$ cat config.mk
export PLATFORM = sky130hd
export DESIGN_NAME = blink_monitor
export DESIGN_NICKNAME = d
export VERILOG_FILES = /design/src/rtl/blink_pkg.sv /design/src/rtl/blink_monitor_sync_edge_detect.sv /design/src/rtl/blink_monitor.sv
export SDC_FILE = /design/constraint.sdc
export NUM_CORES = 1
export LEC_CHECK = 0
export BUFFER_PORTS_ARGS = -buffer_cell sky130_fd_sc_hd__buf_4
export CORE_MARGIN = 3
export CORE_UTILIZATION = 41
export DETAILED_ROUTE_END_ITERATION = 16
export PLACE_DENSITY = 0.74
export SETUP_SLACK_MARGIN = 0.05
export SLEW_MARGIN = 40
export SYNTH_ARGS = -nofsm -noshare
export SYNTH_HDL_FRONTEND = slang
export SYNTH_SLANG_ARGS = --single-unit
$ cat constraint.sdc
create_clock -name clk -period 2.32 [get_ports clk]
set_input_delay 0 -clock clk [delete_from_list [all_inputs] [get_ports clk]]
set_output_delay 0 -clock clk [all_outputs]
set_load 0.01 [all_outputs]
$ cat src/rtl/blink_pkg.sv
// Shared types and default timing constants for the blinker / blink monitor pair.
package blink_pkg;

  typedef enum logic [1:0] {
    IDLE    = 2'd0,
    MEASURE = 2'd1,
    LOCKED  = 2'd2,
    STUCK   = 2'd3
  } mon_state_t;

  localparam int CNT_W_DEF       = 25;
  localparam int SYNC_STAGES_DEF = 2;
  localparam int MIN_HALF_DEF    = 1;
  localparam int MAX_HALF_DEF    = 2**24;
  localparam int LOCK_COUNT_DEF  = 4;

endpackage

$ cat src/rtl/blink_monitor_sync_edge_detect.sv
// Synchronizes the asynchronous blink line and produces registered edge pulses.
module sync_edge_detect
  import blink_pkg::*;
#(
  parameter int SYNC_STAGES = SYNC_STAGES_DEF
) (
  input  logic clk,
  input  logic rst,
  input  logic blink_in,
  output logic level,
  output logic edge_rise,
  output logic edge_fall
);

  logic [SYNC_STAGES-1:0] sync;
  logic                   level_d;
  logic                   rise_q;
  logic                   fall_q;

  assign level = sync[SYNC_STAGES-1];

  // Extra pulse stage keeps edge outputs SYNC_STAGES+1 edges behind the capture edge.
  always_ff @(posedge clk or negedge rst) begin
    if (!rst) begin
      sync      <= '0;
      level_d   <= 1'b0;
      rise_q    <= 1'b0;
      fall_q    <= 1'b0;
      edge_rise <= 1'b0;
      edge_fall <= 1'b0;
    end else begin
      sync      <= {sync[SYNC_STAGES-2:0], blink_in};
      level_d   <= sync[SYNC_STAGES-1];
      rise_q    <= sync[SYNC_STAGES-1] & ~level_d;
      fall_q    <= ~sync[SYNC_STAGES-1] & level_d;
      edge_rise <= rise_q;
      edge_fall <= fall_q;
    end
  end

endmodule

$ cat src/rtl/blink_monitor.sv
// Measures blink half-periods, checks them against a window, tracks lock and stuck line.
// state   | meaning
// IDLE    | no edge seen since reset
// MEASURE | measuring, counting consecutive good half-periods
// LOCKED  | LOCK_COUNT good half-periods seen in a row
// STUCK   | no edge within MAX_HALF+1 cycles
module blink_monitor
  import blink_pkg::*;
#(
  parameter int CNT_W       = CNT_W_DEF,
  parameter int SYNC_STAGES = SYNC_STAGES_DEF,
  parameter int MIN_HALF    = MIN_HALF_DEF,
  parameter int MAX_HALF    = MAX_HALF_DEF,
  parameter int LOCK_COUNT  = LOCK_COUNT_DEF
) (
  input  logic             clk,
  input  logic             rst,
  input  logic             blink_in,
  input  logic             clear,
  output logic             level,
  output logic             edge_rise,
  output logic             edge_fall,
  output logic [CNT_W-1:0] half_period,
  output logic             period_valid,
  output logic             locked,
  output logic             stuck,
  output logic             out_of_range
);

  localparam int               GW     = $clog2(LOCK_COUNT + 1);
  localparam logic [CNT_W-1:0] SAT    = CNT_W'(MAX_HALF + 1);
  localparam logic [CNT_W-1:0] MIN_V  = CNT_W'(MIN_HALF);
  localparam logic [CNT_W-1:0] MAX_V  = CNT_W'(MAX_HALF);
  localparam logic [GW-1:0]    LOCK_V = GW'(LOCK_COUNT);

  logic             edge_any;
  logic             timeout;
  logic             in_range;
  logic [CNT_W-1:0] cnt;
  logic [GW-1:0]    good_cnt;
  mon_state_t       state;

  sync_edge_detect #(
    .SYNC_STAGES(SYNC_STAGES)
  ) u_sync (
    .clk      (clk),
    .rst      (rst),
    .blink_in (blink_in),
    .level    (level),
    .edge_rise(edge_rise),
    .edge_fall(edge_fall)
  );

  assign edge_any = edge_rise | edge_fall;
  assign timeout  = (cnt == SAT);
  assign in_range = (cnt >= MIN_V) && (cnt <= MAX_V);

  // Interval counter: restarts at 1 after an edge, so its value on the next edge is t1 - t0.
  always_ff @(posedge clk or negedge rst) begin
    if (!rst) begin
      cnt <= '0;
    end else if (edge_any) begin
      cnt <= CNT_W'(1);
    end else if (cnt != SAT) begin
      cnt <= cnt + CNT_W'(1);
    end
  end

  always_ff @(posedge clk or negedge rst) begin
    if (!rst) begin
      state        <= IDLE;
      half_period  <= '0;
      period_valid <= 1'b0;
      locked       <= 1'b0;
      stuck        <= 1'b0;
      out_of_range <= 1'b0;
      good_cnt     <= '0;
    end else begin
      period_valid <= 1'b0;
      // Set events below are written later, so they win over a same-cycle clear.
      if (clear) begin
        stuck        <= 1'b0;
        out_of_range <= 1'b0;
      end
      case (state)
        IDLE: begin
          if (edge_any) begin
            state    <= MEASURE;
            good_cnt <= '0;
          end else if (timeout) begin
            state    <= STUCK;
            stuck    <= 1'b1;
            locked   <= 1'b0;
            good_cnt <= '0;
          end
        end
        MEASURE: begin
          if (edge_any) begin
            half_period  <= cnt;
            period_valid <= 1'b1;
            if (in_range) begin
              if (good_cnt + GW'(1) == LOCK_V) begin
                state  <= LOCKED;
                locked <= 1'b1;
              end
              good_cnt <= good_cnt + GW'(1);
            end else begin
              out_of_range <= 1'b1;
              good_cnt     <= '0;
            end
          end else if (timeout) begin
            state    <= STUCK;
            stuck    <= 1'b1;
            locked   <= 1'b0;
            good_cnt <= '0;
          end
        end
        LOCKED: begin
          if (edge_any) begin
            half_period  <= cnt;
            period_valid <= 1'b1;
            if (!in_range) begin
              state        <= MEASURE;
              locked       <= 1'b0;
              good_cnt     <= '0;
              out_of_range <= 1'b1;
            end
          end else if (timeout) begin
            state    <= STUCK;
            stuck    <= 1'b1;
            locked   <= 1'b0;
            good_cnt <= '0;
          end
        end
        STUCK: begin
          if (edge_any) begin
            state    <= MEASURE;
            good_cnt <= '0;
          end
        end
        default: state <= IDLE;
      endcase
    end
  end

endmodule

# Word level (Yosys, flattened, before mapping)
# Index checks and enable logic that the tools add are counted.
# Widths: inputs -> output; s select.
dict set report word_totals {
  ff_bits 66
  in_bits 4
  wordCells 81
}
dict set report op_classes {
  addsub 2
  n_lt_le_gt_ge 2
  eq_ne 11
  muxes 37
  bitwise 5
  n_reduce_logical 10
}
# op n
set op_table {}
lappend op_table {{$mux 25} 2}
lappend op_table {{$add 25x1->25 const B} 1}
lappend op_table {{$eq 25x25->1 const B} 1}
lappend op_table {{$ge 25x1->1 const B} 1}
lappend op_table {{$le 25x25->1 const B} 1}
lappend op_table {{$ne 25x25->1 const B} 1}
lappend op_table {{$mux 3} 7}
lappend op_table {{$mux 1} 17}
lappend op_table {{$mux 2} 8}
lappend op_table {{$pmux 3 s4} 1}
lappend op_table {{$ne 3x3->1 const B} 3}
lappend op_table {{$pmux 2 s4} 1}
lappend op_table {{$reduce_and 5->1} 1}
lappend op_table {{$eq 2x2->1 const B} 2}
lappend op_table {{$ne 2x2->1 const B} 2}
lappend op_table {{$reduce_and 2->1} 2}
lappend op_table {{$reduce_and 4->1} 1}
lappend op_table {{$add 3x1->3 const B} 1}
lappend op_table {{$eq 3x3->1 const B} 1}
lappend op_table {{$pmux 1 s3} 1}
lappend op_table {{$reduce_bool 3->1} 1}
lappend op_table {{$reduce_or 3->1} 1}
lappend op_table {{$and 1x1->1} 2}
lappend op_table {{$eq 2x1->1 const B} 1}
lappend op_table {{other kinds (6)} 7}

# Depth between registers and ports, before layout
# Gate-level depths: netlist of the first run.
dict set report depth {
  ltp_word 6
  ltp_mapped 7
}

# Hierarchy
# A second synthesis of the first run with hierarchy kept.
dict set report hier_totals {
  hier_cells 272
  hier_area_um2 3001.6
}
# mod instances cells_each area_per_inst_um2 seq_area_each_um2
set modules_own_cells {}
lappend modules_own_cells {blink_monitor 1 263 2811.4 1476.4}
lappend modules_own_cells {sync_edge_detect 1 9 190.2 175.2}

# Worst setup path after synthesis of the first run
# OpenSTA, ideal clock, no wires.
dict set report synth_path {
  path_type {flip-flop to flip-flop}
  start {reg cnt[1]}
  end {reg locked}
  arrival_ns 2.027
  t_required_ns 2.181
  path_slack_ns 0.154
  stages_incl_launch_ff 7
  path_buffers 0
  cell_sequence {dfrtp_1 > inv_1 > ha_1 > or4_1 > nor3_2 > nor4b_1 > or4_1}
}
dict set report synth_between {
  elab_chain_cells 4
  word_cells_on_any_way 12
  classes_between {order compare: 2; eq/ne: 3; mux: 5; reduce/logical: 2}
}
# item line_no
set synth_lines {}
lappend synth_lines {{from (decl)} blink_monitor.sv:39} ;# logic [CNT_W-1:0] cnt;
lappend synth_lines {{from (signal assigned)} blink_monitor.sv:65} ;# cnt <= cnt + CNT_W'(1);
lappend synth_lines {{$ge 25x1->1, or another cell as far along} blink_monitor.sv:56} ;# assign in_range = (cnt >= MIN_V) && (cnt <= MAX_V);
lappend synth_lines {{$logic_and 1x1->1 / $mux 1 (equally long branches)} --}
lappend synth_lines {{$ne 3x3->1 (no source line), or another cell as far along} --}
lappend synth_lines {{$reduce_and 5->1 (no source line) / $pmux 1 s3 (equally long branches)} --}
lappend synth_lines {{to (signal assigned)} blink_monitor.sv:74} ;# locked <= 1'b0;
lappend synth_lines {{to (signal assigned)} blink_monitor.sv:93} ;# locked <= 1'b0;
lappend synth_lines {{to (signal assigned)} blink_monitor.sv:104} ;# locked <= 1'b1;
lappend synth_lines {{to (decl)} blink_monitor.sv:25} ;# output logic locked,
# Several ways; a longest one is shown, not always the timed one. The select of a mux whose other input is x is not followed.
# A chain may end at the register's enable or synchronous reset.

# Final worst setup path of the first run
# Same ends and word-level chain as after synthesis.

==> results of run 1 <==
-- timing repair --
| action | CTS | global route |
|---|---|---|
| gates resized for setup | 0 | 12 |
| endpoints found under the hold margin | 69 | 0 |
| setup buffers | 0 | 1 |
| setup endpoints to repair | 0 | 5 |
| hold buffers | 3 | 0 |
-- cells by family (layout without fill, tap and decap cells) --
family	count (synthesis)	after routing	synth area share
xor+xnor	19	19	0.05478
buf+inv	24	81	0.03460
flops	66	66	0.5437
simple gates	98	98	0.1775
fa+ha+maj	9	9	0.03707
mux	21	21	0.07743
compound gates	36	36	0.07496
-- cells in the mapped netlist (2+ instances only) --
| cell type | number | area (um^2) |
|---|---|---|
| xor2_1 | 8 | 70.07 |
| mux2_2 | 20 | 225.2 |
| clkbuf_1 | 5 | 18.77 |
| nand2_1 | 21 | 78.83 |
| or3_1 | 6 | 37.54 |
| or4_1 | 3 | 22.52 |
| dfrtp_1 | 66 | 1652 |
| a21oi_1 | 8 | 40.04 |
| o21ai_0 | 14 | 70.07 |
| o21a_1 | 2 | 15.01 |
| o31a_1 | 3 | 26.28 |
| xnor2_1 | 11 | 96.34 |
| nor2b_1 | 2 | 12.51 |
| and3_1 | 2 | 12.51 |
| inv_1 | 16 | 60.06 |
| nand4_1 | 7 | 43.79 |
| buf_6 | 2 | 22.52 |
| a22o_1 | 2 | 17.52 |
| nor4_1 | 6 | 37.54 |
| nor2_1 | 20 | 75.07 |
| nand3_1 | 8 | 40.04 |
| ha_1 | 9 | 112.6 |
| nor3_1 | 9 | 45.04 |
| nor4_2 | 3 | 37.54 |
| and4_1 | 4 | 35.03 |
| o31ai_1 | 2 | 15.01 |
-- power groups by stage --
stage               logic, W  registers, W  clock network (W)
CTS                 0.000591       0.00131            0.00108
global route        0.000680       0.00133            0.00114
global placement    0.000576       0.00133                  0
detailed placement  0.000586       0.00133                  0
floorplan           0.000351       0.00133                  0
finish              0.000608       0.00131            0.00106
-- routing by layer --
metal,up-vias,track usage
met4,0,0.07426
met3,8,0.03363
li1,1070,-
met5,-,0
met2,47,0.2433
met1,1086,0.2118
-- sequential cells by signal, summed over array words and instances, names as in the netlist, 2 cells and up --
signal / cells
state: 2
half_period: 25
cnt: 25
good_cnt: 3
u_sync.sync: 2
-- layout make-up --
class | count | area (um^2) | area share
Tap cell | 96 | 120.1 | 0.03159
Clock inverter | 5 | 77.57 | 0.02040
Multi-Input combinational cell | 183 | 1358 | 0.3570
Inverter | 16 | 60.06 | 0.01579
Sequential cell | 66 | 1654 | 0.4350
Timing Repair Buffer | 49 | 391.6 | 0.1030
Clock buffer | 11 | 141.4 | 0.03718
-- worst max-delay path, delay by kind of cell, from the launching register on --
kind	cells	cell delay (ns)
simple gates	4	1.35
fa+ha+maj	1	0.19
flops	1	0.42
buf+inv	1	0.10
-- worst max-delay path by stage --
stage,startpoint,endpoint,slack (ns)
global route,cnt[13]$_DFFE_PN0P_,locked$_DFFE_PN0P_,0.01
finish,cnt[1]$_DFFE_PN0P_,locked$_DFFE_PN0P_,0.13
CTS,cnt[7]$_DFFE_PN0P_,locked$_DFFE_PN0P_,0.08
global placement,cnt[11]$_DFFE_PN0P_,locked$_DFFE_PN0P_,0.16
floorplan,cnt[1]$_DFFE_PN0P_,locked$_DFFE_PN0P_,0.15
detailed placement,cnt[8]$_DFFE_PN0P_,locked$_DFFE_PN0P_,0.08
-- stage by stage --
step	total power (W)	cell area [um^2]	worst slack [ns]
final	0.002978	3802	0.1284
after global routing	0.003143	3802	0.01092
after CTS	0.002983	3712	0.08082
after detailed placement	0.001916	3463	0.07710
after global placement	0.001902	3463	0.1639
after floorplan	0.001685	3038	0.1542
==> impl_metrics.env, run 1 <==
export IMPL_outcome="finished, final reports clean"
export IMPL_track_usage=0.1576
export IMPL_ir_drop_v=0.0005129
export IMPL_num_vias=2211
export IMPL_dr_pass1_iters=4
export IMPL_period_needed_ns=2.192
export IMPL_drv_slew=0
export IMPL_wl_per_cell_um=14.21
export IMPL_p_seq_frac=0.441
export IMPL_place_inst=406
export IMPL_synth_edf_count=0
export IMPL_yosys_warnings=0
export IMPL_clk_path_buf_depth=2
export IMPL_fin_nets=338
export IMPL_route_met2_wl_um=2808
export IMPL_power_switching_w=0.0008324
export IMPL_initial_core_util=0.4351
export IMPL_p_sw_frac=0.2795
export IMPL_worstMarginPinSlew_ns=0.5851
export IMPL_worstPathRequired_ns=2.53
export IMPL_dp_hpwl_um=4177
export IMPL_p_clk_frac=0.355
export IMPL_r2r_end="locked$_DFFE_PN0P_"
export IMPL_syn_avg_cell_area_um2=11.13
export IMPL_layout_drive_gt1_share=0.2879
export IMPL_antenna_found_initial=0
export IMPL_cts_sinks=66
export IMPL_p_comb_frac=0.204
export IMPL_synthArstFlopShare=1.000
export IMPL_final_hold_viol_count=0
export IMPL_synthFlopType="dfrtp_1"
export IMPL_final_cell_mix="dfrtp_1, buf_4, nand2_1"
export IMPL_finalCritPeriodShare=0.9446
export IMPL_ioPinCount=36
export IMPL_netlist_area_um2=3038
export IMPL_drt_initial_drc_count=136
export IMPL_clk_latency_ns=0.34
export IMPL_core_region_area_um2=6982
export IMPL_hold_ws_ns=0.2203
export IMPL_grt_ovfl_total=0
export IMPL_gp_congestion=0.8151
export IMPL_syn_nets=286
export IMPL_finalNonFillerCells=426
export IMPL_drt_total_wl_um=6052
export IMPL_viasPerCell=5.190
export IMPL_rsz0062_at_grt="true"
export IMPL_grt_max_degree=67
export IMPL_dr_max_layer_used="met4"
export IMPL_cts_tree="done"
export IMPL_crit_path_max_fanout=6
export IMPL_path_common_cell="or4_1"
export IMPL_ys_seq_elements=66
export IMPL_antenna_cells=0
export IMPL_reg2reg_depth=6
export IMPL_path_cells="inv_1 > ha_1 > or4_1 > nor3_4 > nor4b_1 > or4_1"
export IMPL_root_buffer="clkbuf_8"
export IMPL_synth_distinct_cells=40
export IMPL_skew_ns=0.008704
export IMPL_die_w_um=92.08
export IMPL_hp_class="in -> async"
export IMPL_row_count=30
export IMPL_crit_slowest_cell="or4_1"
export IMPL_synth_seq_area_share=0.5437
export IMPL_rrSetupSlack_ns=0.13
export IMPL_crit_type="reg -> reg"
export IMPL_layout_commonest_cell="dfrtp_1"
export IMPL_max_slew_margin=0.6099
export IMPL_slowest_delay_ns=0.53
export IMPL_fmax_mhz=456.3
export IMPL_reg2reg_from="cnt[1]$_DFFE_PN0P_"
export IMPL_area_growth_pct=25.16
export IMPL_numPortBuffers=35
export IMPL_cp_data_arrival_time_ns=2.40
export IMPL_intPower_w=0.002146
export IMPL_met3_length_um=266
export IMPL_setup_tns_ns=0
export IMPL_powerDensity_nw_per_um2=783.3
export IMPL_grt_pass1_vias=2222
export IMPL_synthCells=273
export IMPL_utilization=0.5446
export IMPL_cp_end_kind="flop"
export IMPL_drt_met1_wl_um=2869
export IMPL_fill_cells=636
export IMPL_startpoint_type="flop"
export IMPL_p_leak_nw=1.793
export IMPL_drv_cap=0
export IMPL_htreeDepth=3
export IMPL_cts_clk_slew_worst_paths_ns=0.07
export IMPL_grt_pass1_wl_um=10630
export IMPL_cts_buffers=9
export IMPL_die_h_um=92.08
export IMPL_drcViolationCount=0
export IMPL_final_setup_viol_count=0
export IMPL_die_area_um2=8479
export IMPL_antenna_left=0
Power figures use the tool's default switching activity.
==> run 2, diff against run 1 <==
==> constraint.sdc (replaced) <==
create_clock -name clk -period 2.32 [get_ports clk]
set_input_delay 0.696 -clock clk [delete_from_list [all_inputs] [get_ports clk]]
set_output_delay 0.696 -clock clk [all_outputs]
set_load 0.01 [all_outputs]
==> run 2 against run 1 <==
Effect of this change:
- cell count did not move
- first-iteration DRC count increased by 51%
- largest cell class unchanged
- critical endpoint unchanged
- sequential cell count unchanged
==> impl_metrics.env, run 2 (synthesized netlist as in run 1, its figures left out) <==
export IMPL_power_w=0.002793
export IMPL_track_usage=0.1556
export IMPL_viasPerCell=5.310
export IMPL_crit_slowest_cell="or3_4"
export IMPL_layout_commonest_cell="dfrtp_1"
export IMPL_cp_data_arrival_time_ns=2.41
export IMPL_skew_ns=0.008518
export IMPL_finalCritPeriodShare=0.9495
export IMPL_area_growth_pct=24.46
export IMPL_place_area_um2=3483
export IMPL_dp_hpwl_um=4210
export IMPL_htreeDepth=3
export IMPL_met3_usage=0.03610
export IMPL_row_count=30
export IMPL_startpoint_type="flop"
export IMPL_rrSetupSlack_ns=0.12
export IMPL_hp_class="in -> async"
export IMPL_reg2reg_depth=5
export IMPL_post_route_cell_area_um2=3781
export IMPL_die_w_um=92.08
export IMPL_fmax_mhz=453.9
export IMPL_setup_tns_ns=0
export IMPL_drt_total_wl_um=6175
export IMPL_cts_clk_slew_worst_paths_ns=0.07
export IMPL_initial_core_util=0.4351
export IMPL_rsz0062_at_grt="true"
export IMPL_grt_pass1_wl_um=10490
export IMPL_startpoint="cnt[7]$_DFFE_PN0P_"
export IMPL_worstPathRequired_ns=2.53
export IMPL_use_met1=0.2138
export IMPL_die_area_um2=8479
export IMPL_wl_per_cell_um=14.50
export IMPL_gp_congestion=0.8290
export IMPL_top_usage_layer="met2"
export IMPL_outcome="finished, final reports clean"
export IMPL_ioPinCount=36
export IMPL_layout_drive_gt1_share=0.3061
export IMPL_final_setup_viol_count=0
export IMPL_slowest_delay_ns=0.46
export IMPL_cts_tree="done"
export IMPL_hold_ws_ns=0.2945
export IMPL_cts_buffers=9
export IMPL_drv_cap=0
export IMPL_grt_pass1_vias=2202
export IMPL_crit_type="reg -> reg"
export IMPL_utilization=0.5416
export IMPL_clk_path_buf_depth=2
export IMPL_final_hold_viol_count=0
export IMPL_core_region_area_um2=6982
export IMPL_num_vias=2262
export IMPL_p_leak_nw=1.784
export IMPL_worstMarginPinSlew_ns=0.5518
export IMPL_powerDensity_nw_per_um2=738.8
export IMPL_max_slew_margin=0.6308
export IMPL_root_buffer="clkbuf_8"
export IMPL_path_cells="nor4_4 > nand4_1 > or3_4 > o211a_1 > or4_1"
export IMPL_met2_usage=0.2311
export IMPL_crit_path_max_fanout=5
export IMPL_final_cell_mix="dfrtp_1, buf_4, nand2_1"
export IMPL_fill_cells=637
export IMPL_reg2reg_from="cnt[7]$_DFFE_PN0P_"
export IMPL_grt_ovfl_total=0
export IMPL_antenna_found_initial=0
export IMPL_cp_end_kind="flop"
export IMPL_numPortBuffers=35
export IMPL_ir_drop_v=0.0002986
export IMPL_dr_pass1_iters=4
export IMPL_clk_latency_ns=0.34
export IMPL_drt_initial_drc_count=206
export IMPL_drcViolationCount=0
export IMPL_cts_sinks=66
export IMPL_period_needed_ns=2.203
export IMPL_antenna_left=0
export IMPL_reg_top3="cnt: 25 flops, half_period: 25 flops, good_cnt: 3 flops"
export IMPL_fin_nets=339
export IMPL_cts_hold_buffers_added=0
export IMPL_drv_slew=0
export IMPL_grt_max_degree=35
export IMPL_die_h_um=92.08
export IMPL_antenna_cells=0
==> run 2: worst max-delay path: cells and delay by family, from the launching register on <==
| family | cells | cell delay (ns) |
|---|---|---|
| AND/OR/NAND/NOR | 4 | 1.41 |
| AO/OA/AOI/OAI | 1 | 0.22 |
| flip-flops | 1 | 0.45 |
==> run 2: what timing repair did <==
item                                    in CTS  in global routing
hold endpoints to repair                     0                  0
endpoints found under the setup margin       0                  5
buffers inserted                             0                  4
resized for setup                            0                 16
==> run 2: final timing paths <==
check                                        endpoint
max reg2reg                        locked$_DFFE_PN0P_
min reg2reg                u_sync.edge_fall$_DFF_PN0_
max in group asynchronous         cnt[19]$_DFFE_PN0P_
min in group clk           u_sync.edge_fall$_DFF_PN0_
max                                locked$_DFFE_PN0P_
min                           u_sync.rise_q$_DFF_PN0_
==> run 2: stage by stage <==
step / worst slack, ns / cells
floorplan: 0.1542 / 273
global placement: 0.1493 / 407
detailed placement: 0.1040 / 407
CTS: 0.07186 / 422
global route: -0.004539 / 426
finish: 0.1171 / 426
==> run 2: layer usage <==
metal | vias to the layer above | share of wire
met5 | - | 0
li1 | 1067 | -
met2 | 72 | 0.46
met3 | 9 | 0.050
met4 | 0 | 0.014
met1 | 1114 | 0.48
==> run 2: area by class of cell <==
cell class	count	area, um^2	share of cell area
flip-flops and latches	66	1655	0.4378
multi-input cells	183	1374	0.3633
repair buffers	50	400.4	0.1059
clock buffers	13	158.9	0.04203
well taps	96	120.1	0.03177
inverters	16	60.06	0.01588
clock inverters	2	12.51	0.003309
==> run 2: power by group <==
part | internal, W | total (W) | leakage [nW] | switching [W]
clock network | 0.000439 | 0.000843 | 0.0855 | 0.000404
logic | 0.000286 | 0.000637 | 0.813 | 0.000351
registers | 0.00124 | 0.00131 | 0.886 | 0.0000744
total | 0.00196 | 0.00279 | 1.78 | 0.000829
==> run 3, diff against run 2 <==
Settings changed: CELL_PAD_IN_SITES_DETAIL_PLACEMENT set to 2, CELL_PAD_IN_SITES_GLOBAL_PLACEMENT set to 2, CORE_MARGIN 3 to 8, CORE_UTILIZATION 41 to 34, PLACE_DENSITY 0.74 to 0.86, SKIP_LAST_GASP set to 1.
==> run 3 against run 2 <==
Effect of this change:
- count of clock-buffer cells in the layout fell by 3
- critical endpoint unchanged
- cell area rose by 5.0%
- worst setup slack got worse by 0.096 ns
- sequential share of layout area fell by 2.1 points
- largest power group is now the clock network
- wire length rose by 53%
- utilization fell by 8.4 points
- combinational power rose by 2%
==> impl_metrics.env, run 3 (synthesized netlist as in run 1, its figures left out) <==
export IMPL_die_h_um=110.5
export IMPL_multi_input_area_um2=1338
export IMPL_area_growth_pct=30.68
export IMPL_track_usage=0.1519
export IMPL_power_w=0.003307
export IMPL_cts_buffers=9
export IMPL_drt_total_wl_um=9451
export IMPL_antenna_cells=0
export IMPL_cts_clk_slew_worst_paths_ns=0.08
export IMPL_final_cell_mix="dfrtp_1, buf_4, nand2_1"
export IMPL_skew_ns=0.01285
export IMPL_viasPerCell=5.311
export IMPL_grt_pass1_vias=2728
export IMPL_worstPathRequired_ns=2.54
export IMPL_initial_core_util=0.3501
export IMPL_p_seq_frac=0.398
export IMPL_dp_hpwl_um=6004
export IMPL_cts_tree="done"
export IMPL_row_count=34
export IMPL_wl_per_cell_um=20.86
export IMPL_dr_pass1_iters=6
export IMPL_gp_congestion=0.8225
export IMPL_p_sw_frac=0.2820
export IMPL_cp_end_kind="flop"
export IMPL_p_leak_nw=1.899
export IMPL_worstMarginPinSlew_ns=0.4921
export IMPL_ir_drop_v=0.0003346
export IMPL_startpoint_type="flop"
export IMPL_final_setup_viol_count=0
export IMPL_finalNonFillerCells=453
export IMPL_die_area_um2=12220
export IMPL_fmax_mhz=435.0
export IMPL_htreeDepth=3
export IMPL_final_hold_viol_count=0
export IMPL_rsz0062_at_grt="true"
export IMPL_p_comb_frac=0.197
export IMPL_power_switching_w=0.0009325
export IMPL_period_needed_ns=2.299
export IMPL_grt_pass1_wl_um=14800
export IMPL_powerDensity_nw_per_um2=833.0
export IMPL_crit_path_max_fanout=4
export IMPL_antenna_found_initial=0
export IMPL_root_buffer="clkbuf_8"
export IMPL_antenna_left=0
export IMPL_place_inst=428
export IMPL_clk_path_buf_depth=2
export IMPL_reg2reg_depth=5
export IMPL_hp_class="in -> async"
export IMPL_cts_hold_buffers_added=0
export IMPL_layout_drive_gt1_share=0.3362
export IMPL_num_vias=2406
export IMPL_outcome="finished, final reports clean"
export IMPL_slowest_delay_ns=0.49
export IMPL_cts_sinks=66
export IMPL_die_w_um=110.5
export IMPL_drcViolationCount=0
export IMPL_seq_area_um2=1657
export IMPL_p_clk_frac=0.405
export IMPL_clk_latency_ns=0.36
export IMPL_ioPinCount=36
export IMPL_finalCritPeriodShare=0.9909
export IMPL_cp_data_arrival_time_ns=2.52
export IMPL_drv_slew=0
export IMPL_path_cells="nor4_4 > nand4_1 > or3_1 > o211a_1 > or4_1"
export IMPL_drt_initial_drc_count=56
export IMPL_drv_cap=0
export IMPL_fill_cells=913
export IMPL_fin_nets=353
export IMPL_setup_tns_ns=0
export IMPL_max_slew_margin=0.6710
export IMPL_crit_slowest_cell="or3_1"
export IMPL_grt_max_degree=44
export IMPL_intPower_w=0.002375
export IMPL_reg_top3="cnt: 25 flops, half_period: 25 flops, good_cnt: 3 flops"
export IMPL_numPortBuffers=35
export IMPL_grt_ovfl_total=0
export IMPL_core_region_area_um2=8678
export IMPL_crit_type="reg -> reg"
[run 3: cell types whose count changed in the layout (fill, tap and decap cells not counted), sizes merged]
cell / previous run / this run
clkinv: 1 / 2
clkbuf: 13 / 10
clkinvlp: 1 / 0
buf: 50 / 64
bufinv: 0 / 4
[run 3: worst paths after layout]
kind / from / endpoint / slack (ns)
min reg2reg: u_sync.rise_q$_DFF_PN0_ / u_sync.edge_rise$_DFF_PN0_ / 0.35
min: rst / half_period[5]$_DFFE_PN0P_ / 0.23
min in group clk: u_sync.rise_q$_DFF_PN0_ / u_sync.edge_rise$_DFF_PN0_ / 0.35
max in group asynchronous: rst / cnt[1]$_DFFE_PN0P_ / 1.52
max reg2reg: cnt[7]$_DFFE_PN0P_ / locked$_DFFE_PN0P_ / 0.02
max: cnt[7]$_DFFE_PN0P_ / locked$_DFFE_PN0P_ / 0.02
[run 3: power groups by stage]
stage	sequential, W	clock [W]	combinational (W)
final	0.00132	0.00134	0.000651
after global routing	0.00133	0.00141	0.000712
after CTS	0.00132	0.00137	0.000645
after detailed placement	0.00134	0	0.000627
after global placement	0.00133	0	0.000598
after floorplan	0.00133	0	0.000351
[run 3: repair_timing]
action,in CTS,in global routing
endpoints found under the setup margin,4,7
hold endpoints to repair,0,0
gates resized for setup,2,10
pin swaps,2,4
buffers inserted,4,5
[run 3: layout make-up]
cell class / instances / area share
inverter: 16 / 0.01513
multi-input combinational: 183 / 0.3369
tap: 108 / 0.03404
clock buffer: 10 / 0.03467
timing repair buffer: 64 / 0.1273
clock inverter: 6 / 0.03467
sequential: 66 / 0.4173
[run 3: critical path: cells and delay by family (launching register included)]
kind               cells  cell delay [ns]
DFF                    1             0.44
AOI/OAI and AO/OA      1             0.25
and+or+nand+nor        4             1.47
[run 3: metal layers]
metal,global-route usage,part of all wire,up-vias,wire [um]
li1,-,-,1098,-
met2,0.2603,0.52,49,4877
met1,0.1730,0.43,1244,4075
met5,0,0,-,0
met3,0.03193,0.029,15,278
met4,0.08108,0.023,0,220
[run 3: metrics by stage]
stage | hold WS [ns] | instance area [um^2] | utilization | worst slack [ns]
3_3_place_gp | 0.3316 | 3566 | 0.4109 | 0.1219
6_report | 0.2332 | 3970 | 0.4575 | 0.02105
5_1_grt | 0.2373 | 3970 | 0.4575 | -0.05456
2_1_floorplan | 0.3312 | 3038 | - | 0.1542
4_1_cts | 0.2263 | 3886 | 0.4478 | 0.05750
3_5_place_dp | 0.3358 | 3566 | 0.4109 | 0.007989
